File: config.mk
export PLATFORM = sky130hd
export DESIGN_NAME = memchk_table
export DESIGN_NICKNAME = d
export VERILOG_FILES = /design/src/rtl/mem_write_checker_pkg.sv /design/src/rtl/mem_write_checker_table.sv
export SDC_FILE = /design/constraint.sdc
export NUM_CORES = 1
export LEC_CHECK = 0
export CORE_MARGIN = 8
export CORE_UTILIZATION = 58
export CTS_CLUSTER_SIZE = 16
export DETAILED_ROUTE_END_ITERATION = 12
export PLACE_DENSITY = 0.87
export RECOVER_POWER = 50
export SLEW_MARGIN = 20
export SYNTH_ARGS = -nofsm -noshare
export SYNTH_HDL_FRONTEND = slang
export SYNTH_SLANG_ARGS = --single-unit
export TNS_END_PERCENT = 5
File: constraint.sdc
create_clock -name clk -period 7.47 [get_ports clk]
set_input_delay 1.1205 -clock clk [delete_from_list [all_inputs] [get_ports clk]]
set_output_delay 1.1205 -clock clk [all_outputs]
set_load 0.02 [all_outputs]
File: src/rtl/mem_write_checker_pkg.sv
// Shared types for the store-stream checker: FSM states, fail codes and width helpers.
package memchk_pkg;

  typedef enum logic [1:0] {
    IDLE = 2'd0,
    RUN  = 2'd1,
    PASS = 2'd2,
    FAIL = 2'd3
  } state_e;

  localparam logic [1:0] FC_NONE     = 2'd0;
  localparam logic [1:0] FC_MISMATCH = 2'd1;
  localparam logic [1:0] FC_TIMEOUT  = 2'd2;
  localparam logic [1:0] FC_EMPTY    = 2'd3;

  // Index width that stays at least one bit for a single-entry table.
  function automatic int idx_width(input int depth);
    return (depth > 1) ? $clog2(depth) : 1;
  endfunction

endpackage

File: src/rtl/mem_write_checker_table.sv
// Expected-store table for mem_write_checker: append-only register file with
// fill count, sticky overflow flag and a combinational read port.
module memchk_table
  import memchk_pkg::*;
#(
  parameter  int ADDR_W = 32,
  parameter  int DATA_W = 32,
  parameter  int DEPTH  = 8,
  localparam int IDX_W  = idx_width(DEPTH),
  localparam int CNT_W  = $clog2(DEPTH + 1)
) (
  input  logic              clk,
  input  logic              reset,
  input  logic              clear_i,
  input  logic              push_i,
  input  logic [ADDR_W-1:0] push_adr_i,
  input  logic [DATA_W-1:0] push_data_i,
  input  logic [IDX_W-1:0]  rd_ptr_i,
  output logic [CNT_W-1:0]  count_o,
  output logic              ovf_o,
  output logic [ADDR_W-1:0] rd_adr_o,
  output logic [DATA_W-1:0] rd_data_o
);

  logic [ADDR_W-1:0] adr_q  [DEPTH];
  logic [DATA_W-1:0] data_q [DEPTH];
  logic [CNT_W-1:0]  count_q;
  logic              ovf_q;
  logic              full;
  logic              wr_en;

  assign full  = (count_q == CNT_W'(DEPTH));
  assign wr_en = push_i && !full && !reset && !clear_i;

  always_ff @(posedge clk) begin
    if (reset || clear_i) begin
      count_q <= '0;
      ovf_q   <= 1'b0;
    end else if (push_i) begin
      if (full) ovf_q <= 1'b1;
      else      count_q <= count_q + CNT_W'(1);
    end
  end

  // Storage is not reset: entries at or beyond count are never read.
  always_ff @(posedge clk) begin
    if (wr_en) begin
      adr_q[count_q[IDX_W-1:0]]  <= push_adr_i;
      data_q[count_q[IDX_W-1:0]] <= push_data_i;
    end
  end

  assign count_o   = count_q;
  assign ovf_o     = ovf_q;
  assign rd_adr_o  = adr_q[rd_ptr_i];
  assign rd_data_o = data_q[rd_ptr_i];

endmodule

==> flow_metrics.py, run 1 <==
metrics = {
    "sta": {
        "hold_violations": 0,
        "slew_viol_final": 46,
        "maxSlewHeadroom_pct": -51.7,
        "finalSetupTns_ns": 0,
        "rsz0062_at_grt": "false",
        "setup_viol": 0,
        "fin_skew_ns": 0.0224,
        "worst_pin_slew_ns": 2.28,
        "max_freq_mhz": 208,
        "period_needed_ns": 4.80,
        "fin_crit_sh_pct": 64.2,
    },
    "cells_and_area": {
        "final_area_mm2": 0.0230,
        "multi_input_area_mm2": 0.00380,
        "fin_nets": 1024,
        "area_delta_synth_final_pct": 17.7,
        "seq_area_mm2": 0.0155,
        "drive_above_1_share_pct": 28.4,
        "nFillCells": 2021,
    },
    "die": {
        "core-area_mm2": 0.0334,
        "num_rows": 67,
        "die_w_um": 199,
        "io_pins": 140,
        "fp.dieH_um": 199,
        "start_util_pct": 58.5,
        "die_area_mm2": 0.0398,
    },
    "route": {
        "vias": 8615,
        "dr.pass1.iters": 6,
        "final_antenna_net_count": 0,
        "drt_iter0_drc": 629,
        "wire_per_inst_um": 25.7,
        "viasPerCell": 5.97,
        "wl_um": 37100,
        "drc": 0,
    },
    "synth": {
        "syn_area_mm2": 0.0195,
        "synth-seq-cells": 517,
        "synth_nets": 853,
        "yosysSeqAreaShare_pct": 79.3,
        "synth.distinct_cells": 23,
        "syn_area_per_cell_um2": 25.0,
        "syn_inst": 780,
        "ys_warn_count": 0,
    },
    "global_routing": {
        "grt_pass1_vias": 9190,
        "antenna_found_initial": 5,
        "grt_max_degree": 104,
        "overflow": 0,
        "met3_usage_pct": 3.55,
        "grtUsageMet2_pct": 32.6,
        "grt_use_met1_pct": 25.1,
        "grt_pass1_wl_um": 56100,
        "busiest_layer": "met2",
        "gr-usage-all-layers_pct": 19.0,
    },
    "power_and_ir_drop": {
        "p_leak_nw": 7.21,
        "peakVddDrop_mv": 0.196,
        "power_density_mw_per_mm2": 259,
    },
    "clock_network": {
        "cts_hold_buf": 0,
        "clkTransAtPathRegs_ns": 0.05,
        "clockBufferDepth": 3,
        "cts_resized": 0,
        "numCtsBuffers": 50,
        "cts_sinks": 517,
        "clock-root-buffer": "clkbuf_16",
        "cts_tree": "built",
        "clk_latency_ns": 0.55,
        "htree_num_levels": 2,
        "post_cts_buffers": 0,
    },
    "setup_path": {
        "crit_arrival_ns": 3.68,
        "endpoint_kind": "output port",
        "path_max_fanout": 103,
        "path_class": "primary input to output port",
        "worstPathRequired_ns": 6.35,
        "worst_setup_path_start_kind": "primary input",
    },
    "place": {
        "place_congestion": 0.693,
        "hpwlAfterDp_um": 19200,
        "postPlaceCellArea_mm2": 0.0214,
        "io_buffers": 139,
    },
    "run_status": {
        "violations": "capacitance limit, slew limit",
        "outcome": "finished with violations",
    },
    "worst_hold_path": {
        "hp-class": "flip-flop to flip-flop",
    },
    "job": {
        "drv_cap": 2,
    },
}
[report_power, final]
part           leakage, nW  switching, W  internal [W]
Combinational         1.78      0.000167      0.000164
Sequential            4.65    0.00000397       0.00320
Clock                0.773      0.000992       0.00142
Total                 7.21       0.00116       0.00478
[cell type report]
class / count / area share, %
Clock buffer: 70 / 6.14
Tap cell: 448 / 2.44
Multi-Input combinational cell: 225 / 16.6
Timing Repair Buffer: 155 / 6.63
Clock inverter: 22 / 0.779
Inverter: 2 / 0.0327
Sequential cell: 517 / 67.4
Antenna cell: 3 / 0.0327
[registers in the layout, summed over array words and instances, names as in the netlist]
signal,count
adr_q,256
data_q,256
count_o,4
ovf_o,1
[logic make-up after synthesis]
family,count (synthesis),share of synthesized area (%)
AOI/OAI and AO/OA,3,0.0962
DFF,517,79.3
xor gates and xnor gates,1,0.0449
adders and majority gates,2,0.128
muxes,194,18.6
buffers and inverters,38,1.23
and+or+nand+nor,25,0.584
[through the flow]
| step | worst slack (ns) | instances | hold WS, ns | utilization (%) | total power, W |
|---|---|---|---|---|---|
| 2_1_floorplan | 0.990 | 780 | 0.595 | - | 0.00346 |
| 3_3_place_gp | 2.64 | 1347 | 0.501 | 64.2 | 0.00360 |
| 3_5_place_dp | 2.60 | 1347 | 0.563 | 64.2 | 0.00361 |
| 4_1_cts | 2.59 | 1439 | 0.573 | 68.9 | 0.00601 |
| 5_1_grt | 2.47 | 1441 | 0.607 | 68.8 | 0.00612 |
| 6_report | 2.67 | 1442 | 0.568 | 68.8 | 0.00595 |
[layer usage]
metal	up-vias	part of all wire (%)	wire length, um
li1	3689	-	-
met1	4568	39	14600
met2	298	52	19400
met3	56	6.5	2410
met4	4	1.9	703
met5	-	0.062	23
[critical path, stage by stage]
cell,delay (ns)
buf_6,0.75
buf_4,0.50
mux4_2,0.38
mux2_2,0.30
clkdlybuf4s50_1,0.54
[path summary, 6_finish.rpt]
| path | cells past startpoint | end | startpoint | slack, ns |
|---|---|---|---|---|
| worst max-delay path | 5 | rd_data_o[4] | rd_ptr_i[2] | 2.67 |
| worst min-delay path | 2 | count_o[2]$_SDFFE_PP0P_ | count_o[2]$_SDFFE_PP0P_ | 0.57 |
| worst min register to register | 2 | count_o[2]$_SDFFE_PP0P_ | count_o[2]$_SDFFE_PP0P_ | 0.57 |
| worst max register to register | 6 | adr_q[2][1]$_DFFE_PP_ | count_o[1]$_SDFFE_PP0P_ | 4.01 |
[cells in the mapped netlist]
library cell  count  area, um^2
dfxtp_1           5         100
or3b_2            1        8.76
mux4_2          128        2880
mux2i_1           2        20.0
o21ai_0           1        5.00
nor2b_1           1        6.26
buf_6            11         124
inv_1             2        7.51
nor2_1            5        18.8
nand2_1           9        33.8
a21boi_0          1        7.51
a31oi_1           1        6.26
nand3_1           2        10.0
mux2_2           64         721
ha_1              2        25.0
xor2_1            1        8.76
nor3_1            6        30.0
buf_2             3        15.0
nand4_1           1        6.26
clkbuf_1         10        37.5
buf_4             3        22.5
edfxtp_1        512       15400
buf_1             9        33.8
[cells in the final DEF, fill, tap and decap left out, drive strengths merged]
master,n
o21ai,1
diode,3
xor2,1
mux2i,2
nor2,5
edfxtp,512
mux4,128
or3b,1
a31oi,1
inv,2
ha,2
a21boi,1
nand2,9
dfxtp,5
buf,17
clkinv,17
clkdlybuf4s50,69
nand4,1
bufinv,3
dlygate4sd3,67
nor3,6
clkinvlp,2
nor2b,1
clkbuf,72
nand3,2
mux2,64
(Power assumes the default switching activity.)
==> run 2: changes to the inputs <==
clock period = 4.71 ns   (was 7.47 ns; I/O delays follow)
==> run 2 against run 1 <==
Effect of this change:
- the run still ends with capacitance limit, slew limit left
- total power is 60% higher
- critical path depth unchanged
- clock-buffer cell count is 3 lower
- non-clock buffer count up 4
- largest power group unchanged
- first-iteration DRC count decreased by 2.5%
- clock skew shrank 0.011 ns
- worst hold slack got worse by 0.015 ns
- via count decreased by 0.28%
- global-route usage is 0.43 points lower
- sequential cell count is the same
- clock power increased by 61%
- final cell count up 0.49%
==> flow_metrics.py, run 2 (synthesis results as in run 1) <==
metrics = {
    "place": {
        "postPlaceCellArea_mm2": 0.0216,
        "hpwlAfterDp_um": 19400,
        "place_congestion": 0.683,
        "io_buffers": 139,
    },
    "sta": {
        "rsz0062_at_grt": "false",
        "max_freq_mhz": 274,
        "finalSetupTns_ns": 0,
        "worst_pin_slew_ns": 2.18,
        "maxSlewHeadroom_pct": -45.2,
        "slew_viol_final": 147,
        "setup_viol": 0,
        "period_needed_ns": 3.65,
        "hold_violations": 0,
        "fin_skew_ns": 0.0109,
        "fin_crit_sh_pct": 77.5,
    },
    "route": {
        "viasPerCell": 5.93,
        "vias": 8591,
        "drt_iter0_drc": 613,
        "wl_um": 36400,
        "final_antenna_net_count": 0,
        "wire_per_inst_um": 25.1,
        "drc": 0,
        "dr.pass1.iters": 5,
    },
    "cells_and_area": {
        "area_delta_synth_final_pct": 18.7,
        "final_common_cell": "edfxtp_1",
        "multi_input_area_mm2": 0.00383,
        "drive_above_1_share_pct": 29.5,
        "utilization_pct": 69.4,
        "seq_area_mm2": 0.0155,
        "final_area_mm2": 0.0232,
        "layout_common_cells": "edfxtp_1 (512), mux4_2 (128), clkdlybuf4s50_1 (70)",
        "nFillCells": 1979,
        "fin_nets": 1028,
    },
    "clock_network": {
        "cts_tree": "built",
        "clock-root-buffer": "clkbuf_16",
        "cts_hold_buf": 0,
        "clk_latency_ns": 0.54,
        "htree_num_levels": 2,
        "clockBufferDepth": 3,
        "clkTransAtPathRegs_ns": 0.06,
        "cts_sinks": 517,
        "cts_resized": 0,
        "numCtsBuffers": 50,
        "post_cts_buffers": 0,
    },
    "global_routing": {
        "overflow": 0,
        "grt_max_degree": 65,
        "gr-usage-all-layers_pct": 18.5,
        "grt_pass1_vias": 9294,
        "grt_pass1_wl_um": 54800,
        "antenna_found_initial": 11,
    },
    "die": {
        "die_w_um": 199,
        "num_rows": 67,
        "io_pins": 140,
        "die_area_mm2": 0.0398,
        "start_util_pct": 58.5,
        "core-area_mm2": 0.0334,
        "fp.dieH_um": 199,
    },
    "run_status": {
        "outcome": "finished with violations",
        "violations": "capacitance limit, slew limit",
    },
    "power_and_ir_drop": {
        "p_leak_nw": 7.27,
        "fin_total_pwr_w": 0.00949,
        "peakVddDrop_mv": 0.286,
        "power_density_mw_per_mm2": 410,
    },
    "worst_hold_path": {
        "hp-class": "flip-flop to flip-flop",
    },
    "setup_path": {
        "worst_setup_path_start_kind": "primary input",
        "path_max_fanout": 45,
        "crit_arrival_ns": 2.95,
        "path_class": "primary input to output port",
        "worstPathRequired_ns": 4.00,
        "endpoint_kind": "output port",
    },
    "job": {
        "drv_cap": 3,
    },
}
==> run 2: critical path: stages <==
cell and delay (ns):
clkbuf_8 0.48, buf_4 0.34, mux4_2 0.52, mux2_2 0.30, clkdlybuf4s50_1 0.55
==> run 2: path summary, 6_finish.rpt <==
| check | cells past startpoint | start | end | slack [ns] |
|---|---|---|---|---|
| max | 5 | rd_ptr_i[0] | rd_adr_o[17] | 1.06 |
| min | 2 | ovf_o$_SDFFE_PP0P_ | ovf_o$_SDFFE_PP0P_ | 0.55 |
| max reg2reg | 6 | count_o[1]$_SDFFE_PP0P_ | data_q[3][26]$_DFFE_PP_ | 1.33 |
| min reg2reg | 2 | ovf_o$_SDFFE_PP0P_ | ovf_o$_SDFFE_PP0P_ | 0.55 |
==> run 2: layout make-up <==
type,instances,share of cell area (%)
Sequential cell,517,66.8
Multi-Input combinational cell,225,16.5
Timing Repair Buffer,159,7.12
Clock buffer,67,6.00
Tap cell,448,2.42
Clock inverter,26,1.02
Antenna cell,5,0.0540
Inverter,2,0.0324
==> run 2: per-stage QoR <==
| stage | worst slack, ns | cells | hold WS (ns) |
|---|---|---|---|
| CTS | 0.998 | 1444 | 0.553 |
| floorplan | -1.36 | 780 | 0.595 |
| global route | 0.929 | 1449 | 0.578 |
| global placement | 1.03 | 1351 | 0.521 |
| finish | 1.06 | 1449 | 0.553 |
| detailed placement | 1.00 | 1351 | 0.533 |
==> run 2: power breakdown <==
| group | leakage [nW] | switching [W] | internal [W] | total, W |
|---|---|---|---|---|
| registers | 4.65 | 0.00000612 | 0.00508 | 0.00509 |
| logic | 1.82 | 0.000266 | 0.000267 | 0.000534 |
| clock network | 0.791 | 0.00158 | 0.00229 | 0.00387 |
==> run 2: metal layers <==
metal	vias to the layer above	part of all wire, %	wire length (um)	GRT usage, %
met5	-	0.18	65	0
met4	10	2.3	832	5.61
met3	70	6.3	2290	3.94
met2	284	51	18700	32.0
met1	4514	40	14500	23.6
li1	3713	-	-	-
==> run 3: changes to the inputs <==
CORE_UTILIZATION = 53   (was 58)
PLACE_DENSITY = 0.84   (was 0.87)
clock period = 3.1 ns   (was 4.71 ns; I/O delays follow)
==> run 3 against run 2 <==
Effect of this change:
- the run now ends clean
- worst hold slack lost 0.023 ns
- non-clock buffer count increased by 5
- clock-buffer cell count stayed put
- wire length is 1.2% higher
- core utilization decreased by 5.6 points
- total power is 49% higher
- first-iteration DRC count decreased by 2.8%
- sequential share of layout area is 0.22 points lower
- clock skew is 0.0022 ns lower
- combinational power rose by 55%
==> flow_metrics.py, run 3 (synthesis results as in run 1) <==
metrics = {
    "power_and_ir_drop": {
        "fin_total_pwr_w": 0.0141,
        "power_density_mw_per_mm2": 608,
        "p_leak_nw": 7.27,
        "peakVddDrop_mv": 0.357,
    },
    "setup_path": {
        "worstPathRequired_ns": 2.63,
        "critPathBufInv": 3,
        "critPathTopFamily": "buffers and inverters",
        "worst_setup_path_start_kind": "primary input",
        "endpoint_kind": "output port",
        "cp_cell_sequence": "clkbuf_8 > buf_4 > mux4_2 > mux2_2 > clkdlybuf4s50_1",
        "max_stage_delay_ns": 0.55,
        "path_class": "primary input to output port",
        "crit_path_top_delay_cell": "clkdlybuf4s50_1",
        "path_max_fanout": 16,
        "crit_arrival_ns": 2.41,
    },
    "sta": {
        "fin_skew_ns": 0.00864,
        "slew_viol_final": 0,
        "setup_ws_ns": 0.225,
        "rsz0062_at_grt": "false",
        "maxSlewHeadroom_pct": 21.6,
        "worst_pin_slew_ns": 1.18,
        "hold_violations": 0,
        "period_needed_ns": 2.87,
        "setup_viol": 0,
        "max_freq_mhz": 348,
        "fin_crit_sh_pct": 92.7,
    },
    "cells_and_area": {
        "fin_nets": 1032,
        "multi_input_area_mm2": 0.00385,
        "layout_common_cells": "edfxtp_1 (512), mux4_2 (128), clkdlybuf4s50_1 (71)",
        "seq_area_mm2": 0.0155,
        "nFillCells": 2329,
        "final_common_cell": "edfxtp_1",
        "area_delta_synth_final_pct": 19.1,
        "drive_above_1_share_pct": 29.0,
    },
    "global_routing": {
        "grt_max_degree": 67,
        "grt_pass1_vias": 9281,
        "gr-usage-all-layers_pct": 17.0,
        "grt_pass1_wl_um": 56100,
        "overflow": 0,
        "antenna_found_initial": 6,
    },
    "worst_hold_path": {
        "hp-class": "primary input to flip-flop",
    },
    "clock_network": {
        "numCtsBuffers": 49,
        "cts_tree": "built",
        "htree_num_levels": 2,
        "cts_sinks": 517,
        "clockBufferDepth": 3,
        "post_cts_buffers": 0,
        "clk_latency_ns": 0.55,
        "cts_resized": 0,
        "clkTransAtPathRegs_ns": 0.06,
        "cts_hold_buf": 0,
        "clock-root-buffer": "clkbuf_16",
    },
    "route": {
        "wire_per_inst_um": 25.2,
        "vias": 8617,
        "drc": 0,
        "final_antenna_net_count": 0,
        "drt_iter0_drc": 596,
        "wl_um": 36800,
        "viasPerCell": 5.90,
        "dr.pass1.iters": 6,
    },
    "place": {
        "place_ws_ns": 0.205,
        "place_congestion": 0.701,
        "io_buffers": 139,
        "hpwlAfterDp_um": 19400,
    },
    "die": {
        "start_util_pct": 53.5,
        "die_w_um": 208,
        "fp.dieH_um": 208,
        "num_rows": 70,
        "core-area_mm2": 0.0364,
        "io_pins": 140,
        "die_area_mm2": 0.0432,
    },
    "run_status": {
        "outcome": "finished, final reports clean",
    },
    "job": {
        "drv_cap": 0,
    },
}
## run 3: cell count changes in the layout (fill, tap and decap cells not counted), sizes merged, moves of 3 or more
cell      delta
diode        -4
buf          +6
clkinvlp     -3
clkinv       -7
## run 3: layout make-up
| class | count | share of cell area [%] |
|---|---|---|
| clock inverter | 16 | 0.641 |
| multi-input combinational | 225 | 16.6 |
| antenna | 1 | 0.0108 |
| tap | 468 | 2.52 |
| timing repair buffer | 164 | 7.90 |
| inverter | 2 | 0.0323 |
| sequential | 517 | 66.6 |
| clock buffer | 67 | 5.70 |
## run 3: where the power goes
part / leakage (nW) / total (W) / switching [W] / internal (W)
clock network: 0.717 / 0.00557 / 0.00235 / 0.00322
logic: 1.90 / 0.000829 / 0.000410 / 0.000418
registers: 4.65 / 0.00773 / 0.00000973 / 0.00772
## run 3: worst paths after layout
check                          start                       to  slack, ns  cells past startpoint
max                      rd_ptr_i[0]             rd_adr_o[26]       0.23                      5
min                          clear_i       ovf_o$_SDFFE_PP0P_       0.53                      2
max reg2reg  count_o[1]$_SDFFE_PP0P_  data_q[0][20]$_DFFE_PP_       0.78                      6
min reg2reg       ovf_o$_SDFFE_PP0P_       ovf_o$_SDFFE_PP0P_       0.53                      2
## run 3: worst reg2reg max path, cell delays in order, from the launching register on
cell	delay, ns
dfxtp_1	0.68
inv_1	0.11
ha_1	0.22
nand2_1	0.13
nand2_1	0.15
nor3_4	0.22
buf_12	0.42
## run 3: metrics by stage
stage               TNS (ns)  std cells  hold WS [ns]  cell area, um^2  utilization, %
global placement           0       1376         0.517            21800            59.8
CTS                        0       1459         0.493            23300            63.9
global route               0       1459         0.528            23200            63.8
floorplan             -79.89        780         0.542            19600               -
detailed placement         0       1376         0.526            21800            59.8
finish                     0       1460         0.530            23200            63.8
## run 3: metal layers
metal,vias up,GRT usage [%],wire [um]
met1,4615,22.5,15300
met5,-,0,71
met4,12,4.28,626
met2,219,28.7,18900
li1,3711,-,-
met3,60,3.74,1960
